### src/rtl/cdb_arbiter.sv
// cdb_arbiter: grants the single common data bus to one of three result
// producers (integer ALU=0, branch ALU=1, load unit=2) per cycle and
// registers the winner's tag/data/source for broadcast on the next cycle.
// Build option: define CDB_ARB_RR_EN for a rotating priority pointer;
// without it the arbiter uses fixed priority LD > ALU > BRA.
module cdb_arbiter #(
   parameter int unsigned      DATA_W = 32,
   parameter int unsigned      TAG_W  = 4,
   parameter logic [TAG_W-1:0] NO_TAG = '1
) (
   input  logic              clk,
   input  logic              rst,
   input  logic              flush,
   input  logic              alu_req_valid,
   input  logic [TAG_W-1:0]  alu_req_tag,
   input  logic [DATA_W-1:0] alu_req_data,
   output logic              alu_req_ready,
   input  logic              bra_req_valid,
   input  logic [TAG_W-1:0]  bra_req_tag,
   input  logic [DATA_W-1:0] bra_req_data,
   output logic              bra_req_ready,
   input  logic              ld_req_valid,
   input  logic [TAG_W-1:0]  ld_req_tag,
   input  logic [DATA_W-1:0] ld_req_data,
   output logic              ld_req_ready,
   output logic              cdb_valid,
   output logic [TAG_W-1:0]  cdb_tag,
   output logic [DATA_W-1:0] cdb_data,
   output logic [1:0]        cdb_src
);

   localparam logic [1:0] SRC_ALU  = 2'd0;
   localparam logic [1:0] SRC_BRA  = 2'd1;
   localparam logic [1:0] SRC_LD   = 2'd2;
   localparam logic [1:0] SRC_NONE = 2'd3;

   logic [2:0]        w_req;
   logic [1:0]        w_win;
   logic [TAG_W-1:0]  w_tag;
   logic [DATA_W-1:0] w_data;

   assign w_req = {ld_req_valid, bra_req_valid, alu_req_valid};

`ifdef CDB_ARB_RR_EN
   logic [1:0] r_ptr;
   logic [1:0] w_ptr_eff;

   // An out-of-range pointer is folded back to the ALU starting point
   assign w_ptr_eff = (r_ptr == 2'd3) ? 2'd0 : r_ptr;

   // Winner select: first valid requester searching from the pointer upward
   always_comb begin
      w_win = SRC_NONE;
      case (w_ptr_eff)
         2'd1: begin
            if      (w_req[1]) w_win = SRC_BRA;
            else if (w_req[2]) w_win = SRC_LD;
            else if (w_req[0]) w_win = SRC_ALU;
         end
         2'd2: begin
            if      (w_req[2]) w_win = SRC_LD;
            else if (w_req[0]) w_win = SRC_ALU;
            else if (w_req[1]) w_win = SRC_BRA;
         end
         default: begin
            if      (w_req[0]) w_win = SRC_ALU;
            else if (w_req[1]) w_win = SRC_BRA;
            else if (w_req[2]) w_win = SRC_LD;
         end
      endcase
      if (rst || flush) w_win = SRC_NONE;
   end

   // Pointer moves just past the last winner; idle and flushed cycles hold it
   always_ff @(posedge clk) begin
      if (rst) begin
         r_ptr <= 2'd0;
      end else if (w_win != SRC_NONE) begin
         r_ptr <= (w_win == SRC_LD) ? 2'd0 : w_win + 2'd1;
      end
   end
`else
   // Winner select: fixed priority, load first, then ALU, then branch
   always_comb begin
      w_win = SRC_NONE;
      if      (w_req[2]) w_win = SRC_LD;
      else if (w_req[0]) w_win = SRC_ALU;
      else if (w_req[1]) w_win = SRC_BRA;
      if (rst || flush) w_win = SRC_NONE;
   end
`endif

   assign alu_req_ready = (w_win == SRC_ALU);
   assign bra_req_ready = (w_win == SRC_BRA);
   assign ld_req_ready  = (w_win == SRC_LD);

   // Payload mux for the granted producer; value is ignored when nobody wins
   always_comb begin
      case (w_win)
         SRC_ALU: begin
            w_tag  = alu_req_tag;
            w_data = alu_req_data;
         end
         SRC_BRA: begin
            w_tag  = bra_req_tag;
            w_data = bra_req_data;
         end
         default: begin
            w_tag  = ld_req_tag;
            w_data = ld_req_data;
         end
      endcase
   end

   // Broadcast register: capture the winner or drive the idle pattern
   always_ff @(posedge clk) begin
      if (rst || (w_win == SRC_NONE)) begin
         cdb_valid <= 1'b0;
         cdb_tag   <= NO_TAG;
         cdb_data  <= '0;
         cdb_src   <= SRC_NONE;
      end else begin
         cdb_valid <= 1'b1;
         cdb_tag   <= w_tag;
         cdb_data  <= w_data;
         cdb_src   <= w_win;
      end
   end

endmodule

### config.mk
export PLATFORM = sky130hd
export DESIGN_NAME = cdb_arbiter
export DESIGN_NICKNAME = d
export VERILOG_FILES = /design/src/rtl/cdb_arbiter.sv
export SDC_FILE = /design/constraint.sdc
export NUM_CORES = 1
export LEC_CHECK = 0
export BUFFER_PORTS_ARGS = -buffer_cell sky130_fd_sc_hd__buf_2
export CAP_MARGIN = 30
export CORE_UTILIZATION = 38
export DETAILED_ROUTE_END_ITERATION = 16
export GPL_TIMING_DRIVEN = 0
export PLACE_DENSITY = 0.94
export SETUP_SLACK_MARGIN = 0.4
export SYNTH_ARGS = -nofsm -noshare
export SYNTH_HDL_FRONTEND = slang
export SYNTH_SLANG_ARGS = --single-unit
export TNS_END_PERCENT = 1
### constraint.sdc
create_clock -name clk -period 1.8 [get_ports clk]
set_input_delay 0.18 -clock clk [delete_from_list [all_inputs] [get_ports clk]]
set_output_delay 0.18 -clock clk [all_outputs]
set_load 0.1 [all_outputs]
==> results.md <==
- Status: finished, final reports clean
- Synth Warn #: 0
- Final WL: 4.68 mm
- Input/output buffers: 155
- Layout cells sized above 1: 63.2%
- Initial Util: 41.3%
- Vias in the first global route: 1542
- DR iter-0 viols: 59
- F_max: 0.727 GHz
- Post-DP HPWL: 3.74 mm
- CTS tree: yes
- Via count: 1704
- Vias per std cell: 4.84
- Final period utilization: 76.4%
- Total of max-cap violations: 0
- Seq/Total Area, Yosys: 49.8%
- Die area: 0.00439 mm^2
- CORE AREA: 0.00380 mm^2
- CP endpoint kind: output pin
- Clk pin slew, worst setup/hold paths: 80 ps
- Post-Route Utilization: 67.6%
- Largest cells by area after synthesis: dfxtp_1, a21o_1, a22o_1, a22o_2, buf_2
- Fillers: 319
- Die W: 66.3 um
- Placer Congestion: 0.700
- IR drop worst, VDD: 379 uV
- LEAKAGE: 0.00162 uW
- Root buffer cell: clkbuf_8
- Post-route DRC: 0
- Core Rows: 22
- Area share of the largest cell type after synthesis: 49.8%
- Total GRT Usage: 20.9%
- Worst-case clock buffer depth: 2
- Fin Setup TNS: 0 ps
- Hold Vio Cnt, Final: 0
- Tmin final: 1380 ps
- Setup crit start kind: input port
- Rel. slew slack: 66.9%
- Setup crit start: rst
- Biggest area consumer among synthesized cells: dfxtp_1
- Setup CP Type: input port to output pin
- Largest net degree at the start of global routing: 14
- Growth of design area from synthesis to finish: 63.6%
- Pre-Repair DR Iteration Count: 4
- Max Fanout on Critical Path: 10
- CTS buffer count: 5
- Post-synth cell types: 15
- Average wire per standard cell: 13.3 um
- Critical Path AT: 1200 ps
- First-pass GRT wire length: 6.78 mm
- Slew Viols, Final: 0
- Most common cell after layout, fill and taps aside: buf_2
- N_diodes: 0
- Avg Inst Size Synth: 11.5 um^2
- Worst-Margin Slew: 500 ps
- RSZ-0062 raised after global routing: yes
- Register area: 781 um^2
- CTS sink cnt: 39
- Nets: 417
- Synth Net Count: 251
- Final ANT Viol Nets: 0
- H-tree depth: 2
- GRT Residual Overflow: 0
- Area of the multi-input gates: 726 um^2
- Synthesized netlist cell count: 137
- Most frequent cells in the layout: buf_2, dfxtp_1, a21o_1
- Worst EP required: 1620 ps
- Pwr dens: 824 mW/mm^2
- Die Y-Extent: 66.3 um
- Yosys reg bits: 39
- Hold Buf Count CTS: 0
- Min-Delay Path Class: input port to flop
- Initial antenna violation count: 0
- Ports: 156
- Post-Syn Area: 0.00157 mm^2
- HP Start: bra_req_data[31]
- Finish-stage setup viols: 0
[sequential cells by signal (all words and copies together) (netlist names)]
register	flops
cdb_tag	4
cdb_data	32
cdb_src	2
cdb_valid	1
[worst max-delay path, cell delays in order]
cell	delay [ps]
buf_2	150
nor4b_4	340
buf_6	180
clkbuf_4	330
[metrics by stage]
step	cells	area, um^2	power (uW)	worst slack [ps]	hold slack [ps]
floorplan	137	1570	1370	396	290
global placement	340	2410	1550	-45.1	373
detailed placement	340	2410	1560	-49.5	377
CTS	350	2530	2130	233	79.3
global route	352	2570	2210	372	74.2
finish	352	2570	2120	424	86.7
[report_power, final]
part / switching, uW / internal [uW] / total, uW
registers: 9.08 / 906 / 915
clock network: 298 / 269 / 567
logic: 448 / 185 / 632
total: 755 / 1360 / 2120
[cell type report]
cell class | count | share of cell area (%)
Timing Repair Buffer | 159 | 32.3
Sequential cell | 39 | 30.4
Multi-Input combinational cell | 88 | 28.3
Buffer | 10 | 3.17
Clock buffer | 5 | 2.68
Tap cell | 48 | 2.34
Clock inverter | 3 | 0.780
[routing by layer]
metal,track usage [%],vias up,part of all wire (%)
li1,-,850,-
met2,40.2,89,53
met4,9.04,0,2.1
met1,21.3,755,38
met3,4.48,10,6.9
met5,0,-,0
[path summary, 6_finish.rpt]
path             to  slack (ps)  depth (start not counted)
max   alu_req_ready         420                          4
min    cdb_data[31]          90                          2
[Yosys cell counts]
master	number
a22o_2	12
nand2b_1	4
buf_6	3
dfxtp_1	39
and3b_1	1
nor2_1	1
o21ai_0	6
buf_2	7
a21o_1	32
a22o_1	24
nor4b_4	1
nor2b_1	4
nor3_2	1
nand2_1	1
nor3b_4	1
[logic make-up (layout without fill, tap and decap cells)]
| group | count (synthesis) | count (layout) | synth area share (%) |
|---|---|---|---|
| AND/OR/NAND/NOR | 14 | 14 | 7.57 |
| AO/OA/AOI/OAI | 74 | 74 | 38.3 |
| buffers and inverters | 10 | 177 | 4.39 |
| flip-flops | 39 | 39 | 49.8 |
[timing repair]
action | 4_1_cts | 5_1_grt
gates cloned | 0 | 0
gates resized for setup | 4 | 8
setup endpoints to repair | 3 | 3
setup buffers | 2 | 2
pin swaps | 1 | 1
(Power assumes the default switching activity.)
